File: config.mk
export PLATFORM = sky130hd
export DESIGN_NAME = stage5_hazard_unit_flat
export DESIGN_NICKNAME = d
export VERILOG_FILES = /design/src/rtl/stage5_hazard_unit_pkg.sv /design/src/rtl/stage5_hazard_unit_if.sv /design/src/rtl/stage5_load_use_detect.sv /design/src/rtl/stage5_hazard_unit.sv /design/src/flat_wrapper.sv
export SDC_FILE = /design/constraint.sdc
export NUM_CORES = 1
export LEC_CHECK = 0
export BUFFER_PORTS_ARGS = -buffer_cell sky130_fd_sc_hd__buf_2
export CORE_MARGIN = 5
export CORE_UTILIZATION = 40
export CTS_CLUSTER_DIAMETER = 150
export CTS_CLUSTER_SIZE = 28
export DETAILED_ROUTE_END_ITERATION = 10
export GPL_ROUTABILITY_DRIVEN = 1
export GPL_TIMING_DRIVEN = 0
export PLACE_DENSITY = 0.77
export SETUP_SLACK_MARGIN = 0.05
export SYNTH_ARGS = -nofsm -noshare
export SYNTH_HDL_FRONTEND = slang
export SYNTH_HIERARCHICAL = 1
export SYNTH_SLANG_ARGS = --single-unit
File: constraint.sdc
create_clock -name CLK -period 5 [get_ports CLK]
set_clock_uncertainty 0.1 [all_clocks]
set_input_delay 0.5 -clock CLK [delete_from_list [all_inputs] [get_ports CLK]]
set_output_delay 0.5 -clock CLK [all_outputs]
set_load 0.05 [all_outputs]
File: src/rtl/stage5_hazard_unit_pkg.sv
`default_nettype none
// ----------------------------------------------------------------------------
// stage5_hazard_unit_pkg : shared types for the stage5 hazard/redirect unit
// Rev 1.0
// ----------------------------------------------------------------------------
package stage5_hazard_unit_pkg;

  localparam int unsigned REG_W = 5;

  typedef enum logic [1:0] {
    PC_4      = 2'd0,
    PC_BRANCH = 2'd1,
    PC_EXC    = 2'd2,
    PC_FENCE  = 2'd3
  } pc_sel_t;

  typedef enum logic [1:0] {
    ST_RUN           = 2'd0,
    ST_REDIRECT_WAIT = 2'd1,
    ST_FENCE_DRAIN   = 2'd2,
    ST_FENCE_FLUSH   = 2'd3
  } hz_state_t;

  typedef struct packed {
    logic stall_f;
    logic stall_d;
    logic stall_e;
    logic stall_m;
    logic flush_d;
    logic flush_e;
    logic flush_m;
    logic flush_wb;
  } hz_ctl_t;

  localparam hz_ctl_t HZ_CTL_NONE = '0;

  // A zero-length drain still needs a one-bit counter to stay legal.
  function automatic int unsigned cnt_width(input int unsigned drain);
    return (drain == 0) ? 1 : $clog2(drain + 1);
  endfunction

endpackage
`default_nettype wire

File: src/rtl/stage5_hazard_unit_if.sv
`default_nettype none
// ----------------------------------------------------------------------------
// stage5_hazard_unit_if : pipeline <-> hazard unit control bundle
// Rev 1.0
// ----------------------------------------------------------------------------
interface stage5_hazard_unit_if;
  import stage5_hazard_unit_pkg::*;

  logic [REG_W-1:0] rs1_d;
  logic [REG_W-1:0] rs2_d;
  logic             rs1_used_d;
  logic             rs2_used_d;
  logic [REG_W-1:0] rd_e;
  logic             load_e;
  logic             mispredict_e;
  logic             exception_m;
  logic             dmem_busy_m;
  logic             imem_busy_f;
  logic             fence_i_d;
  logic             icache_flush_done;

  logic             stall_f;
  logic             stall_d;
  logic             stall_e;
  logic             stall_m;
  logic             flush_d;
  logic             flush_e;
  logic             flush_m;
  logic             flush_wb;
  logic             icache_flush;
  pc_sel_t          pc_sel;
  logic             busy;

  modport master (
    output rs1_d, rs2_d, rs1_used_d, rs2_used_d, rd_e, load_e,
    output mispredict_e, exception_m, dmem_busy_m, imem_busy_f,
    output fence_i_d, icache_flush_done,
    input  stall_f, stall_d, stall_e, stall_m,
    input  flush_d, flush_e, flush_m, flush_wb,
    input  icache_flush, pc_sel, busy
  );

  modport slave (
    input  rs1_d, rs2_d, rs1_used_d, rs2_used_d, rd_e, load_e,
    input  mispredict_e, exception_m, dmem_busy_m, imem_busy_f,
    input  fence_i_d, icache_flush_done,
    output stall_f, stall_d, stall_e, stall_m,
    output flush_d, flush_e, flush_m, flush_wb,
    output icache_flush, pc_sel, busy
  );

endinterface
`default_nettype wire

File: src/rtl/stage5_load_use_detect.sv
`default_nettype none
// ----------------------------------------------------------------------------
// stage5_load_use_detect : decode source vs. execute load destination match
// Rev 1.0
// ----------------------------------------------------------------------------
module stage5_load_use_detect
  import stage5_hazard_unit_pkg::*;
(
  input  logic [REG_W-1:0] rs1_d,
  input  logic [REG_W-1:0] rs2_d,
  input  logic             rs1_used_d,
  input  logic             rs2_used_d,
  input  logic [REG_W-1:0] rd_e,
  input  logic             load_e,
  output logic             load_use
);

  logic rs1_hit;
  logic rs2_hit;

  always_comb begin
    rs1_hit  = rs1_used_d && (rs1_d == rd_e);
    rs2_hit  = rs2_used_d && (rs2_d == rd_e);
    // x0 is hardwired, so a load targeting it never creates a dependency.
    load_use = load_e && (rd_e != '0) && (rs1_hit || rs2_hit);
  end

endmodule
`default_nettype wire

File: src/rtl/stage5_hazard_unit.sv
`default_nettype none
// ----------------------------------------------------------------------------
// stage5_hazard_unit : stall/flush/redirect control with fence.i sequencing
// Rev 1.0
// ----------------------------------------------------------------------------
module stage5_hazard_unit
  import stage5_hazard_unit_pkg::*;
#(
  parameter int unsigned FENCE_DRAIN = 3
) (
  input  logic                 CLK,
  input  logic                 RST,
  stage5_hazard_unit_if.slave  hz
);

  localparam int unsigned      CNT_W      = cnt_width(FENCE_DRAIN);
  localparam logic [CNT_W-1:0] DRAIN_LOAD = CNT_W'(FENCE_DRAIN);
  localparam logic [CNT_W-1:0] CNT_ONE    = CNT_W'(1);

  hz_state_t        state_q;
  hz_state_t        state_d;
  logic [CNT_W-1:0] cnt_q;
  logic [CNT_W-1:0] cnt_d;
  logic             busy_q;
  logic             busy_d;
  hz_ctl_t          ctl;
  pc_sel_t          pc_sel_w;
  logic             load_use;

  stage5_load_use_detect u_load_use (
    .rs1_d      (hz.rs1_d),
    .rs2_d      (hz.rs2_d),
    .rs1_used_d (hz.rs1_used_d),
    .rs2_used_d (hz.rs2_used_d),
    .rd_e       (hz.rd_e),
    .load_e     (hz.load_e),
    .load_use   (load_use)
  );

  always_comb begin
    state_d  = state_q;
    cnt_d    = cnt_q;
    ctl      = HZ_CTL_NONE;
    pc_sel_w = PC_4;

    if (hz.exception_m) begin
      // Exceptions pre-empt every sequence in every state.
      ctl.flush_d = 1'b1;
      ctl.flush_e = 1'b1;
      ctl.flush_m = 1'b1;
      pc_sel_w    = PC_EXC;
      state_d     = ST_RUN;
      cnt_d       = '0;
    end else begin
      unique case (state_q)
        ST_RUN: begin
          if (hz.dmem_busy_m) begin
            ctl.stall_f  = 1'b1;
            ctl.stall_d  = 1'b1;
            ctl.stall_e  = 1'b1;
            ctl.stall_m  = 1'b1;
            ctl.flush_wb = 1'b1;
          end else if (hz.mispredict_e) begin
            ctl.flush_d = 1'b1;
            ctl.flush_e = 1'b1;
            pc_sel_w    = PC_BRANCH;
            if (hz.imem_busy_f) state_d = ST_REDIRECT_WAIT;
          end else if (load_use) begin
            ctl.stall_f = 1'b1;
            ctl.stall_d = 1'b1;
            ctl.flush_e = 1'b1;
          end else if (hz.fence_i_d) begin
            if (FENCE_DRAIN == 0) begin
              state_d = ST_FENCE_FLUSH;
            end else begin
              state_d = ST_FENCE_DRAIN;
              cnt_d   = DRAIN_LOAD;
            end
          end else if (hz.imem_busy_f) begin
            ctl.stall_f = 1'b1;
            ctl.flush_d = 1'b1;
          end
        end

        ST_REDIRECT_WAIT: begin
          // Keep killing the stale fetch until the I-side accepts the new PC.
          ctl.flush_d = 1'b1;
          if (!hz.imem_busy_f) state_d = ST_RUN;
        end

        ST_FENCE_DRAIN: begin
          ctl.stall_f = 1'b1;
          ctl.stall_d = 1'b1;
          ctl.flush_e = 1'b1;
          if (hz.dmem_busy_m) begin
            ctl.stall_e  = 1'b1;
            ctl.stall_m  = 1'b1;
            ctl.flush_wb = 1'b1;
          end else begin
            cnt_d = (cnt_q != '0) ? (cnt_q - CNT_ONE) : '0;
            if (cnt_q <= CNT_ONE) state_d = ST_FENCE_FLUSH;
          end
        end

        ST_FENCE_FLUSH: begin
          if (hz.icache_flush_done) begin
            ctl.flush_d = 1'b1;
            pc_sel_w    = PC_FENCE;
            state_d     = ST_RUN;
          end else begin
            ctl.stall_f = 1'b1;
            ctl.stall_d = 1'b1;
          end
        end

        default: state_d = ST_RUN;
      endcase
    end

    busy_d = (state_d != ST_RUN);
  end

  always_ff @(posedge CLK) begin
    if (RST) begin
      state_q <= ST_RUN;
      cnt_q   <= '0;
      busy_q  <= 1'b0;
    end else begin
      state_q <= state_d;
      cnt_q   <= cnt_d;
      busy_q  <= busy_d;
    end
  end

  // Reset masks every control output so a half-finished sequence cannot leak.
  always_comb begin
    hz.stall_f      = ctl.stall_f  & ~RST;
    hz.stall_d      = ctl.stall_d  & ~RST;
    hz.stall_e      = ctl.stall_e  & ~RST;
    hz.stall_m      = ctl.stall_m  & ~RST;
    hz.flush_d      = ctl.flush_d  & ~RST;
    hz.flush_e      = ctl.flush_e  & ~RST;
    hz.flush_m      = ctl.flush_m  & ~RST;
    hz.flush_wb     = ctl.flush_wb & ~RST;
    hz.icache_flush = (state_q == ST_FENCE_FLUSH) & ~RST;
    hz.pc_sel       = RST ? PC_4 : pc_sel_w;
    hz.busy         = busy_q & ~RST;
  end

endmodule
`default_nettype wire

File: src/flat_wrapper.sv
// flat-port wrapper written by rule: the top's interface ports become plain ports
module stage5_hazard_unit_flat import stage5_hazard_unit_pkg::*;
#(
  parameter int unsigned FENCE_DRAIN = 3
)
  (CLK, RST, hz_rs1_d, hz_rs2_d, hz_rs1_used_d, hz_rs2_used_d, hz_rd_e, hz_load_e, hz_mispredict_e, hz_exception_m, hz_dmem_busy_m, hz_imem_busy_f, hz_fence_i_d, hz_icache_flush_done, hz_stall_f, hz_stall_d, hz_stall_e, hz_stall_m, hz_flush_d, hz_flush_e, hz_flush_m, hz_flush_wb, hz_icache_flush, hz_pc_sel, hz_busy);
  stage5_hazard_unit_if hz_i ();
  input  logic CLK;
  input  logic RST;
  input wire logic [$bits(hz_i.rs1_d)-1:0] hz_rs1_d;
  input wire logic [$bits(hz_i.rs2_d)-1:0] hz_rs2_d;
  input wire logic [$bits(hz_i.rs1_used_d)-1:0] hz_rs1_used_d;
  input wire logic [$bits(hz_i.rs2_used_d)-1:0] hz_rs2_used_d;
  input wire logic [$bits(hz_i.rd_e)-1:0] hz_rd_e;
  input wire logic [$bits(hz_i.load_e)-1:0] hz_load_e;
  input wire logic [$bits(hz_i.mispredict_e)-1:0] hz_mispredict_e;
  input wire logic [$bits(hz_i.exception_m)-1:0] hz_exception_m;
  input wire logic [$bits(hz_i.dmem_busy_m)-1:0] hz_dmem_busy_m;
  input wire logic [$bits(hz_i.imem_busy_f)-1:0] hz_imem_busy_f;
  input wire logic [$bits(hz_i.fence_i_d)-1:0] hz_fence_i_d;
  input wire logic [$bits(hz_i.icache_flush_done)-1:0] hz_icache_flush_done;
  output wire logic [$bits(hz_i.stall_f)-1:0] hz_stall_f;
  output wire logic [$bits(hz_i.stall_d)-1:0] hz_stall_d;
  output wire logic [$bits(hz_i.stall_e)-1:0] hz_stall_e;
  output wire logic [$bits(hz_i.stall_m)-1:0] hz_stall_m;
  output wire logic [$bits(hz_i.flush_d)-1:0] hz_flush_d;
  output wire logic [$bits(hz_i.flush_e)-1:0] hz_flush_e;
  output wire logic [$bits(hz_i.flush_m)-1:0] hz_flush_m;
  output wire logic [$bits(hz_i.flush_wb)-1:0] hz_flush_wb;
  output wire logic [$bits(hz_i.icache_flush)-1:0] hz_icache_flush;
  output wire logic [$bits(hz_i.pc_sel)-1:0] hz_pc_sel;
  output wire logic [$bits(hz_i.busy)-1:0] hz_busy;
  assign hz_i.rs1_d = hz_rs1_d;
  assign hz_i.rs2_d = hz_rs2_d;
  assign hz_i.rs1_used_d = hz_rs1_used_d;
  assign hz_i.rs2_used_d = hz_rs2_used_d;
  assign hz_i.rd_e = hz_rd_e;
  assign hz_i.load_e = hz_load_e;
  assign hz_i.mispredict_e = hz_mispredict_e;
  assign hz_i.exception_m = hz_exception_m;
  assign hz_i.dmem_busy_m = hz_dmem_busy_m;
  assign hz_i.imem_busy_f = hz_imem_busy_f;
  assign hz_i.fence_i_d = hz_fence_i_d;
  assign hz_i.icache_flush_done = hz_icache_flush_done;
  assign hz_stall_f = hz_i.stall_f;
  assign hz_stall_d = hz_i.stall_d;
  assign hz_stall_e = hz_i.stall_e;
  assign hz_stall_m = hz_i.stall_m;
  assign hz_flush_d = hz_i.flush_d;
  assign hz_flush_e = hz_i.flush_e;
  assign hz_flush_m = hz_i.flush_m;
  assign hz_flush_wb = hz_i.flush_wb;
  assign hz_icache_flush = hz_i.icache_flush;
  assign hz_pc_sel = hz_i.pc_sel;
  assign hz_busy = hz_i.busy;
  stage5_hazard_unit #(.FENCE_DRAIN(FENCE_DRAIN)) u_core (.CLK(CLK), .RST(RST), .hz(hz_i));
endmodule
==> flow_summary.json <==
{
  "cellPowerDensity_mw_per_mm2": 187.3,
  "crit_required_ps": 4400,
  "synth-seq-area-share": 0.1547,
  "coreArea_mm2": 0.001524,
  "reg2reg_depth": 7,
  "cts_root_buf": "clkbuf_4",
  "antenna_left": 0,
  "p_leak_nw": 0.4161,
  "r2r_slack_ps": 3150,
  "timing.rr.end": "u_core/busy_q",
  "rsz0062_at_grt": "false",
  "hold_path.class": "reg -> reg",
  "vias_per_cell": 5.444,
  "outcome": "complete, no violations",
  "use_met3": 0.02367,
  "synthesis.area_um2": 646.9,
  "ys_seq_elements": 5,
  "tns_ps": 0,
  "hold_viol_final": 0,
  "h-tree-depth": 1,
  "layout_common_cells": "38 x buf_2, 8 x xor2_1, 6 x a21oi_1, 6 x nor2_1",
  "grt_usage": 0.1487,
  "crit_path_end_kind": "output port",
  "yosys_warnings": 6,
  "drcViolationCount": 0,
  "io_pins": 38,
  "fin_crit_ps": 2920,
  "syn_avg_cell_area_um2": 7.610,
  "final_nets": 157,
  "cts_hold_buf": 0,
  "clockBufferDepth": 2,
  "post-cts-setup-buffers": 0,
  "holdPathStages": 2,
  "grt_max_degree": 10,
  "fin_crit_sh": 0.5840,
  "min-delay-start": "u_core/cnt_q[0]",
  "grt_overflow_total": 0,
  "grt_busiest_layer": "met2",
  "dr.first_iter.drc_count": 16,
  "rows": 14,
  "max-slew-margin-rel": 0.7666,
  "critical-path-slowest-cell": "a21oi_1",
  "crit_buf_inv": 2,
  "num_antenna_cells": 0,
  "setup_viol": 0,
  "path_clk_slew_ps": 40,
  "worstPathCellList": "buf_2 > xor2_1 > nor4_2 > nand3_1 > a21oi_1 > nand2b_1 > a21oi_1 > o31a_1 > o21bai_1 > buf_2",
  "post-place-ws_ps": 2129,
  "drive_above_1_share": 0.3730,
  "first_global_vias": 776,
  "die-width_um": 50.22,
  "met1_usage": 0.1872,
  "worst_slew_pin_slew_ps": 350.2,
  "crit_fanout": 4,
  "setup_ws_ps": 2080,
  "critical-path-top-delay-family": "compound AO/OA/AOI/OAI gates",
  "peakVddDrop_mv": 0.1228,
  "instances_no_fill": 142,
  "cts-buffers-inserted": 3,
  "initial_core_util": 0.4245,
  "dpl.cell_count": 138,
  "async_flop_share": 0,
  "cp-start-kind": "primary input",
  "routed-via-count": 773,
  "synth_nets": 115,
  "drt-total-wl_um": 1826,
  "rr_startpoint": "u_core/state_q[0]",
  "crit_type": "in -> out",
  "layout_commonest_cell": "buf_2",
  "routabilityCongestion": 0.8498,
  "place_hpwl_um": 1549,
  "cts_tree": "yes",
  "fmax_mhz": 342.4,
  "syn_inst": 85,
  "maxSlewViolCount": 0,
  "synth-main-ff-cell": "dfxtp_1",
  "critical_path.max_stage_delay_ps": 330,
  "wl_per_cell_um": 12.86,
  "first_pass_iters": 4,
  "antenna_found_initial": 0,
  "dieArea_mm2": 0.002522,
  "critPathArrivalTime_ps": 2320,
  "grt_pass1_wl_um": 3201,
  "area_delta_synth_final_pct": 35.78,
  "hold_end": "u_core/cnt_q[0]",
  "met2_usage": 0.2636,
  "cts_sinks": 5,
  "die_y_um": 50.22,
  "cts_resized": 0,
  "io_buffers": 37,
  "synth_edf_count": 0,
  "synth.distinct_cells": 36,
  "clkLatencyLatePin_ps": 240,
  "drv_cap": 0
}
[Yosys cell counts (all sizes together), types with 4 or more instances]
cell / instances / area (um2)
a21oi: 6 / 30.03
dfxtp: 5 / 100.1
ha: 4 / 50.05
inv: 5 / 18.77
nand2: 4 / 15.01
nor2: 6 / 22.52
nor2b: 5 / 31.28
nor3: 4 / 20.02
o21ai: 5 / 25.02
xor2: 8 / 70.07
[how the worst max path moves through the flow]
| stage | slack, ps | cells after the start | end | start |
|---|---|---|---|---|
| after floorplan | 1930 | 4 | hz_stall_e | RST |
| after global placement | 2170 | 10 | hz_stall_f | hz_rd_e[0] |
| after detailed placement | 2130 | 10 | hz_stall_f | hz_rd_e[0] |
| after CTS | 2120 | 10 | hz_stall_f | hz_rd_e[0] |
| after global routing | 1940 | 10 | hz_stall_f | hz_rd_e[0] |
| final | 2080 | 10 | hz_stall_f | hz_rd_e[0] |
[through the flow]
stage / hold WS [ps] / total power (W) / area [um2] / util
finish: 413.0 / 0.0001645 / 878.3 / 0.5764
global route: 445.1 / 0.0001770 / 878.3 / 0.5764
CTS: 414.4 / 0.0001652 / 878.3 / 0.5764
detailed placement: 406.0 / 0.0001183 / 852.1 / 0.5591
global placement: 385.3 / 0.0001166 / 852.1 / 0.5591
floorplan: 371.2 / 0.00009356 / 646.9 / -
[routing by layer]
| layer | vias up | part of all wire | wire length [um] |
|---|---|---|---|
| met3 | 0 | 0.070 | 127 |
| li1 | 387 | - | - |
| met2 | 18 | 0.52 | 951 |
| met1 | 368 | 0.41 | 746 |
| met4 | 0 | 0 | 0 |
| met5 | - | 0 | 0 |
[logic make-up after synthesis]
logic type,after synthesis,share of synthesized area
adder cells (fa/ha/maj),4,0.07737
AND/OR/NAND/NOR,36,0.3288
buffers and inverters,9,0.06575
AO/OA/AOI/OAI,21,0.2379
flip-flops,5,0.1547
XOR/XNOR,10,0.1354
[registers in the layout (all words and copies together), names as in the netlist]
register        flops
u_core/cnt_q        2
u_core/busy_q       1
u_core/state_q      2
[final cells by class]
cell class / instances / area [um2]
Multi-Input combinational cell: 71 / 504.2
Fill cell: 149 / 645.6
Inverter: 5 / 18.77
Buffer: 4 / 23.77
Tap cell: 16 / 20.02
Timing Repair Buffer: 37 / 185.2
Clock buffer: 4 / 26.28
Sequential cell: 5 / 100.1
[where the power goes]
part           switching, W  internal [W]
Clock             0.0000165     0.0000302
Combinational     0.0000467     0.0000275
Sequential       0.00000149     0.0000421
[worst register-to-register path: stages (launching register included)]
cell       delay [ps]
dfxtp_1           360
inv_1             100
ha_1              140
buf_2             190
nor3b_1           230
o32ai_1           130
a2111oi_2         400
or2_1             140
Note: power is estimated with default switching activity, not from simulation.
